## src/rtl/router_ingress_buffer.sv

```systemverilog
// router_ingress_buffer
// Store-and-forward byte FIFO sitting directly upstream of the router input
// port. Host bytes are queued with their destination/type tags, and each
// complete packet is replayed using a valid/ready/eop handshake. A minimum
// idle gap is inserted after every packet. Packets longer than MAX_LEN are
// split: the MAX_LEN-th byte has its last bit forced.
//
// Build option: ROUTER_INGRESS_CUT_THROUGH_EN
//   undefined : a packet is sent only once it is completely buffered.
//   defined   : sending starts as soon as any byte is buffered. out_valid
//               drops while the FIFO is empty mid-packet.
//
// state | meaning
// IDLE  | waiting for something to send, out_valid=0
// SEND  | replaying head entries until the eop transfer
// GAP   | enforced idle cycles after an eop transfer, out_valid=0
module router_ingress_buffer #(
  parameter int DEPTH   = 16,
  parameter int MAX_LEN = 4,
  parameter int MIN_GAP = 1
) (
  input  logic       clk,
  input  logic       reset,
  input  logic       host_wr,
  input  logic [1:0] host_dest,
  input  logic [1:0] host_type,
  input  logic [7:0] host_data,
  input  logic       host_last,
  output logic       host_full,
  output logic       overflow_err,
  output logic       oversize_err,
  output logic       out_valid,
  output logic [1:0] out_dest_addr,
  output logic [1:0] out_packet_type,
  output logic [7:0] out_payload,
  output logic       out_eop,
  input  logic       out_ready
);

  localparam int AW = $clog2(DEPTH);
  localparam int CW = $clog2(DEPTH + 1);
  localparam int LW = $clog2(MAX_LEN + 1);
  localparam bit HAS_GAP = (MIN_GAP > 0);
  localparam logic [1:0] GAP_INIT = HAS_GAP ? 2'(MIN_GAP - 1) : 2'd0;

  typedef enum logic [1:0] {IDLE, SEND, GAP} state_t;

  state_t        state;
  logic [12:0]   mem [DEPTH];
  logic [AW-1:0] wr_ptr;
  logic [AW-1:0] rd_ptr;
  logic [CW-1:0] count;
  logic [LW-1:0] wr_len;
  logic [1:0]    gap_cnt;
  logic [12:0]   head;
  logic          wr_en;
  logic          pop;
  logic          eop_xfer;
  logic          len_hit;
  logic          force_last;
  logic          stored_last;
  logic          fifo_nonempty;
  logic          start_ok;

  // Entry layout: {dest[12:11], type[10:9], last[8], data[7:0]}
  assign head          = mem[rd_ptr];
  assign host_full     = (count == CW'(DEPTH));
  assign wr_en         = host_wr && !host_full;
  assign pop           = out_valid && out_ready;
  assign eop_xfer      = pop && head[8];
  assign fifo_nonempty = (count != '0);
  assign len_hit       = (wr_len == LW'(MAX_LEN - 1));
  assign force_last    = len_hit && !host_last;
  assign stored_last   = host_last || len_hit;

`ifdef ROUTER_INGRESS_CUT_THROUGH_EN
  assign out_valid = (state == SEND) && fifo_nonempty;
  assign start_ok  = fifo_nonempty;
`else
  logic [CW-1:0] pkt_cnt;

  assign out_valid = (state == SEND);
  assign start_ok  = (pkt_cnt != '0);

  // Number of complete packets held in the FIFO
  always_ff @(posedge clk) begin
    if (reset) begin
      pkt_cnt <= '0;
    end else begin
      case ({wr_en && stored_last, eop_xfer})
        2'b10:   pkt_cnt <= pkt_cnt + CW'(1);
        2'b01:   pkt_cnt <= pkt_cnt - CW'(1);
        default: pkt_cnt <= pkt_cnt;
      endcase
    end
  end
`endif

  // Data fields are only driven while valid so the router never sees stale bytes
  assign out_dest_addr   = out_valid ? head[12:11] : 2'b0;
  assign out_packet_type = out_valid ? head[10:9]  : 2'b0;
  assign out_eop         = out_valid ? head[8]     : 1'b0;
  assign out_payload     = out_valid ? head[7:0]   : 8'h00;

  // Storage array; contents are discarded logically by the pointer reset
  always_ff @(posedge clk) begin
    if (wr_en) mem[wr_ptr] <= {host_dest, host_type, stored_last, host_data};
  end

  // FIFO pointers, occupancy and in-progress packet length
  always_ff @(posedge clk) begin
    if (reset) begin
      wr_ptr <= '0;
      rd_ptr <= '0;
      count  <= '0;
      wr_len <= '0;
    end else begin
      if (wr_en) begin
        wr_ptr <= wr_ptr + AW'(1);
        wr_len <= stored_last ? '0 : wr_len + LW'(1);
      end
      if (pop) rd_ptr <= rd_ptr + AW'(1);
      case ({wr_en, pop})
        2'b10:   count <= count + CW'(1);
        2'b01:   count <= count - CW'(1);
        default: count <= count;
      endcase
    end
  end

  // Registered one-cycle error pulses
  always_ff @(posedge clk) begin
    if (reset) begin
      overflow_err <= 1'b0;
      oversize_err <= 1'b0;
    end else begin
      overflow_err <= host_wr && host_full;
      oversize_err <= wr_en && force_last;
    end
  end

  // Packet replay sequencer with down-counting inter-packet gap
  always_ff @(posedge clk) begin
    if (reset) begin
      state   <= IDLE;
      gap_cnt <= '0;
    end else begin
      case (state)
        IDLE: begin
          if (start_ok) state <= SEND;
        end
        SEND: begin
          if (eop_xfer) begin
            if (HAS_GAP) begin
              state   <= GAP;
              gap_cnt <= GAP_INIT;
            end else begin
              state <= IDLE;
            end
          end
        end
        GAP: begin
          if (gap_cnt == 2'd0) state <= IDLE;
          else gap_cnt <= gap_cnt - 2'd1;
        end
        default: state <= IDLE;
      endcase
    end
  end

endmodule

```

## config.mk

```make
export PLATFORM = sky130hd
export DESIGN_NAME = router_ingress_buffer
export DESIGN_NICKNAME = d
export VERILOG_FILES = /design/src/rtl/router_ingress_buffer.sv
export SDC_FILE = /design/constraint.sdc
export NUM_CORES = 1
export LEC_CHECK = 0
export CORE_MARGIN = 1
export CORE_UTILIZATION = 33
export DETAILED_ROUTE_END_ITERATION = 8
export SYNTH_ARGS = -nofsm -noshare
export SYNTH_HDL_FRONTEND = slang
export SYNTH_SLANG_ARGS = --single-unit
```

## constraint.sdc

```tcl
create_clock -name clk -period 8.29 [get_ports clk]
set_input_delay 1.658 -clock clk [delete_from_list [all_inputs] [get_ports clk]]
set_output_delay 1.658 -clock clk [all_outputs]
set_load 0.01 [all_outputs]
```

---- Word-level counts from Yosys, hierarchy flattened ----
Memories as Yosys holds them, arrays and structs flattened. A register that Yosys moved wholly into a read port is not among the register bits.
Cells that the tools add are included.
operators by class
  equality and inequality tests ........... 12
  $lt $le $gt $ge ......................... 0
  add/subtract/negate cells ............... 8
  bitwise gates (word level) .............. 0
  div/mod/pow operators ................... 0
  muxes and demuxes ....................... 18
  $mul .................................... 0
  shift operators ......................... 0
  reductions and logical operators ........ 18
operator list
  operator             number
  $pmux 5 s2           2
  $mux 2               7
  $add 5x1->5 const B  2
  $sub 5x1->5 const B  2
  $add 4x1->4 const B  2
  $mux 4               2
  $mux 8               1
  $logic_and 1x1->1    7
  $eq 2x1->1 const B   3
  $eq 2x2->1 const B   3
  $ne 2x2->1 const B   3
  $pmux 2 s3           1
  $reduce_and 3->1     2
  $reduce_bool 2->1    3
  $eq 5x5->1 const B   1
  $reduce_bool 5->1    1
  $logic_not 2->1      2
  $pmux 2 s2           1
  $add 3x1->3 const B  1
  $eq 3x2->1 const B   1
  $mux 1               3
  $mux 3               1
  $logic_not 1->1      2
  $ne 2x1->1 const B   1
  2 further kinds      2
word-level totals
  input bits .............................. 17
  memory bits (writable) .................. 208
  output and inout bits ................... 17
  bits in latches ......................... 0
  ROM bits ................................ 0
  bits in registers ....................... 27
  memories ................................ 1
  word-level logic and storage cells ...... 66
memories
  name  depth  width  read ports  clocked after Yosys merged registers in  write ports  RTL line  RTL
  mem   16     13     1           1                                        1            49        logic [12:0] mem [DEPTH];

---- Logic depth before layout (Yosys ltp) ----
  depth in word-level cells ............... 6
  gate-level depth with buffers ........... 15
  gate-level depth less buffers ........... 14

---- Worst setup path after synthesis ----
Ideal clock, no wire load.
  path kind ............................... in2reg
  start ................................... input host_wr
  end ..................................... register pkt_cnt[4]
  required time ........................... 8.167 ns
  stages .................................. 13
  setup slack ............................. 4.129 ns
  setup time .............................. 0.123 ns
  arrival ................................. 4.038 ns
  path through ............................ inv_2 -> a31oi_1 -> clkbuf_1 -> nand2_1 -> ha_1 -> clkbuf_1 -> xor2_1 -> ha_1 -> o21a_1 -> o22a_1 -> a21oi_1 -> mux2i_1 -> mux2_1
between the ends
  longest elaborated chain between the ends .. 4
  elaborated cells between the ends (all ways) .. 6
RTL lines
  element                                          RTL line  RTL
  start: declaration                               24        input logic host_wr,
  $logic_and 1x1->1 (*)                            68        assign wr_en = host_wr && !host_full;
  $logic_and 1x1->1 (*)                            90        case ({wr_en && stored_last, eop_xfer})
  $eq 2x1->1 or $eq 2x2->1 (tied branches)         90
  $pmux 5 s2 or $reduce_bool 2->1 (tied branches)  --
  end signal: assignment                           91        2'b10: pkt_cnt <= pkt_cnt + CW'(1);
  end signal: assignment                           92        2'b01: pkt_cnt <= pkt_cnt - CW'(1);
  end signal: assignment                           93        default: pkt_cnt <= pkt_cnt;
  end: declaration                                 80        logic [CW-1:0] pkt_cnt;
Every way passes the cells marked *; elsewhere a longest branch is shown, timed or not.
A chain may end at the register's enable or synchronous reset.

==> results.cfg <==
[drt]
ant_nets = 0
drt_pass1_iterations = 6
drc = 1
wl_per_cell_um = 20.4
wl_mm = 19.8
via_per_inst = 4.89
vias = 4735
drtIter0Drc = 326

[layout]
nets = 598
final_util_pct = 39.4
fin_cells = 968
fill_cells = 2614
final_common_cell = edfxtp_1
areaGrowthSynthToFinish_pct = 17.6
diodes = 0
drive_above_1_share_pct = 22.8
layout_common_cells = 208 x edfxtp_1, 61 x mux4_2, 37 x nor2_1

[power_and_ir_drop]
p_per_area_mw_per_mm2 = 242
leakagePower_nw = 3.61
worst_ir_drop_vdd_uv = 123

[critical_path]
slowest_delay_ns = 0.70
r2r_setup_slack_ns = 4.01
worstSetupPathType = register to output port
arrival_ns = 3.58
endpoint_kind = output port
worstSetupStartpointType = register
reg2reg_to = pkt_cnt[4]
r2r_cells = 13
crit_slowest_cell = dfxtp_4
worstPathMaxFanout = 29
endpoint = out_packet_type[0]
worstPathRequired_ns = 6.63
cp_cell_sequence = buf_4 -> mux4_2 -> mux4_2 -> and2_1 -> clkdlybuf4s50_1
path_common_cell = mux4_2

[grt]
grt.busiest_layer = met2
grtUsageTotal_pct = 13.6
grt_pass1_wl_mm = 30.7
grt_pass1_vias = 5116
grt_use_met1_pct = 17.2
met2_usage_pct = 23.7
met3_usage_pct = 2.18
antenna_found_initial = 1
overflow = 0
grt_max_degree = 54

[clocking]
insertion_delay_ns = 0.53
clkTransAtPathRegs_ns = 0.06
post_cts_buffers = 0
h-tree-depth = 1
ctsLongestPathBuffers = 3
root_buffer = clkbuf_16
holdBufCountCts = 0
cts_buffers = 26
cts.sinks = 239
cts_resized = 0
cts_tree = yes

[die]
ios = 34
die-height_um = 173
die_w_um = 173
core_mm2 = 0.0287
start_util_pct = 33.5
rows = 62
dieArea_mm2 = 0.0298

[sta]
max_freq_mhz = 191
finalHoldViolations = 0
worst_slew_pin_slew_ns = 1.12
skew_ns = 0.00800
rsz0062_at_grt = no
finalSetupViolCount = 0
fin_setup_tns_ns = 0
fin_crit_sh_pct = 63.2
slew_headroom_pct = 25.0
drv_slew = 0
fin_crit_ns = 5.24

[worst_hold_path]
min_path_type = register to register
holdPathStages = 2

[logic_synthesis]
ys_types = 44
ys_async_sr_fraction_pct = 0
ys_ff_latch = 239
synth_area_mm2 = 0.00961
ys.flop_type = edfxtp_1
netlist_instances = 513
syn_area_per_cell_um2 = 18.7
synth_fp_nets = 547
synth_seq_area_share_pct = 71.4
yosysWarnings = 0
synth_enable_flop_cells = 208

[placed_design]
gp_congestion = 0.736
dp_cells = 920
hpwl_mm = 12.0
portBuffers = 33

[outcome]
outcome = complete, but fails checks
violations = DRC

[job]
max_cap_viol_count = 0
cell usage after synthesis, types with 6 or more instances:
master	count	area [um2]
mux2i_1	8	80.1
xor2_1	9	78.8
a21oi_1	15	75.1
buf_4	6	45.0
mux4_2	61	1370
nor2_1	37	139
and2_1	13	81.3
nand2_1	15	56.3
dfxtp_1	31	621
inv_1	7	26.3
ha_1	16	200
nor3_1	9	45.0
edfxtp_1	208	6250
clkbuf_1	15	56.3
sequential cells by signal, summed over array words and instances, names as in the netlist, named ones only:
name	count
gap_cnt	2
oversize_err	1
wr_len	3
pkt_cnt	5
wr_ptr	4
mem	208
state	2
count	5
overflow_err	1
rd_ptr	4
logic make-up (layout without fill, tap and decap cells):
family          after synthesis  in the layout  synth area share [%]
compound gates               29             29                  1.99
fa+ha+maj                    17             17                  2.29
buf+inv                      38            109                  1.85
xor+xnor                     13             13                  1.18
simple gates                101            101                  5.21
flops                       239            239                  71.4
mux                          76             76                  16.0
layout make-up:
cell class                 count  area [um2]  area share [%]
timing repair buffer          50         458            4.05
multi-input combinational    236        2610            23.0
clock inverter                19         185            1.64
tap                          384         480            4.25
sequential                   239        6870            60.8
clock buffer                  29         662            5.86
inverter                      11        41.3           0.365
worst min path at each step:
stage / from / endpoint / slack (ns)
global route: wr_len[2] / wr_len[2] / 0.49
detailed placement: wr_len[1] / wr_len[1] / 0.46
floorplan: wr_len[2] / wr_len[2] / 0.43
CTS: wr_len[1] / wr_len[1] / 0.47
finish: wr_len[1] / wr_len[1] / 0.46
global placement: wr_len[2] / wr_len[2] / 0.44
worst max-delay path, delay by kind of cell (launching register included):
family	cells	cell delay, ns
flip-flops	1	0.70
AND/OR/NAND/NOR	1	0.17
buffers and inverters	2	1.05
multiplexers	2	1.08
power by group:
group	internal, W	leakage (nW)	switching, W	total (W)
clock	0.000671	0.412	0.000463	0.00113
sequential	0.00133	2.13	0.0000270	0.00136
combinational	0.000125	1.06	0.000117	0.000242
total	0.00213	3.61	0.000607	0.00274
per-layer routing:
| layer | share of wire, % | routed length, um |
|---|---|---|
| met5 | 0 | 0 |
| met4 | 2.4 | 483 |
| met3 | 5.6 | 1110 |
| met2 | 52 | 10300 |
| met1 | 40 | 7910 |
through the flow:
| step | worst slack [ns] | hold slack [ns] | power (W) | cell area, um2 |
|---|---|---|---|---|
| after floorplan | 4.13 | 0.432 | 0.00154 | 9610 |
| after global placement | 3.51 | 0.438 | 0.00163 | 10500 |
| after detailed placement | 3.47 | 0.458 | 0.00163 | 10500 |
| after CTS | 2.95 | 0.466 | 0.00277 | 11300 |
| after global routing | 2.80 | 0.486 | 0.00284 | 11300 |
| final | 3.05 | 0.462 | 0.00274 | 11300 |
(Power assumes the default switching activity.)
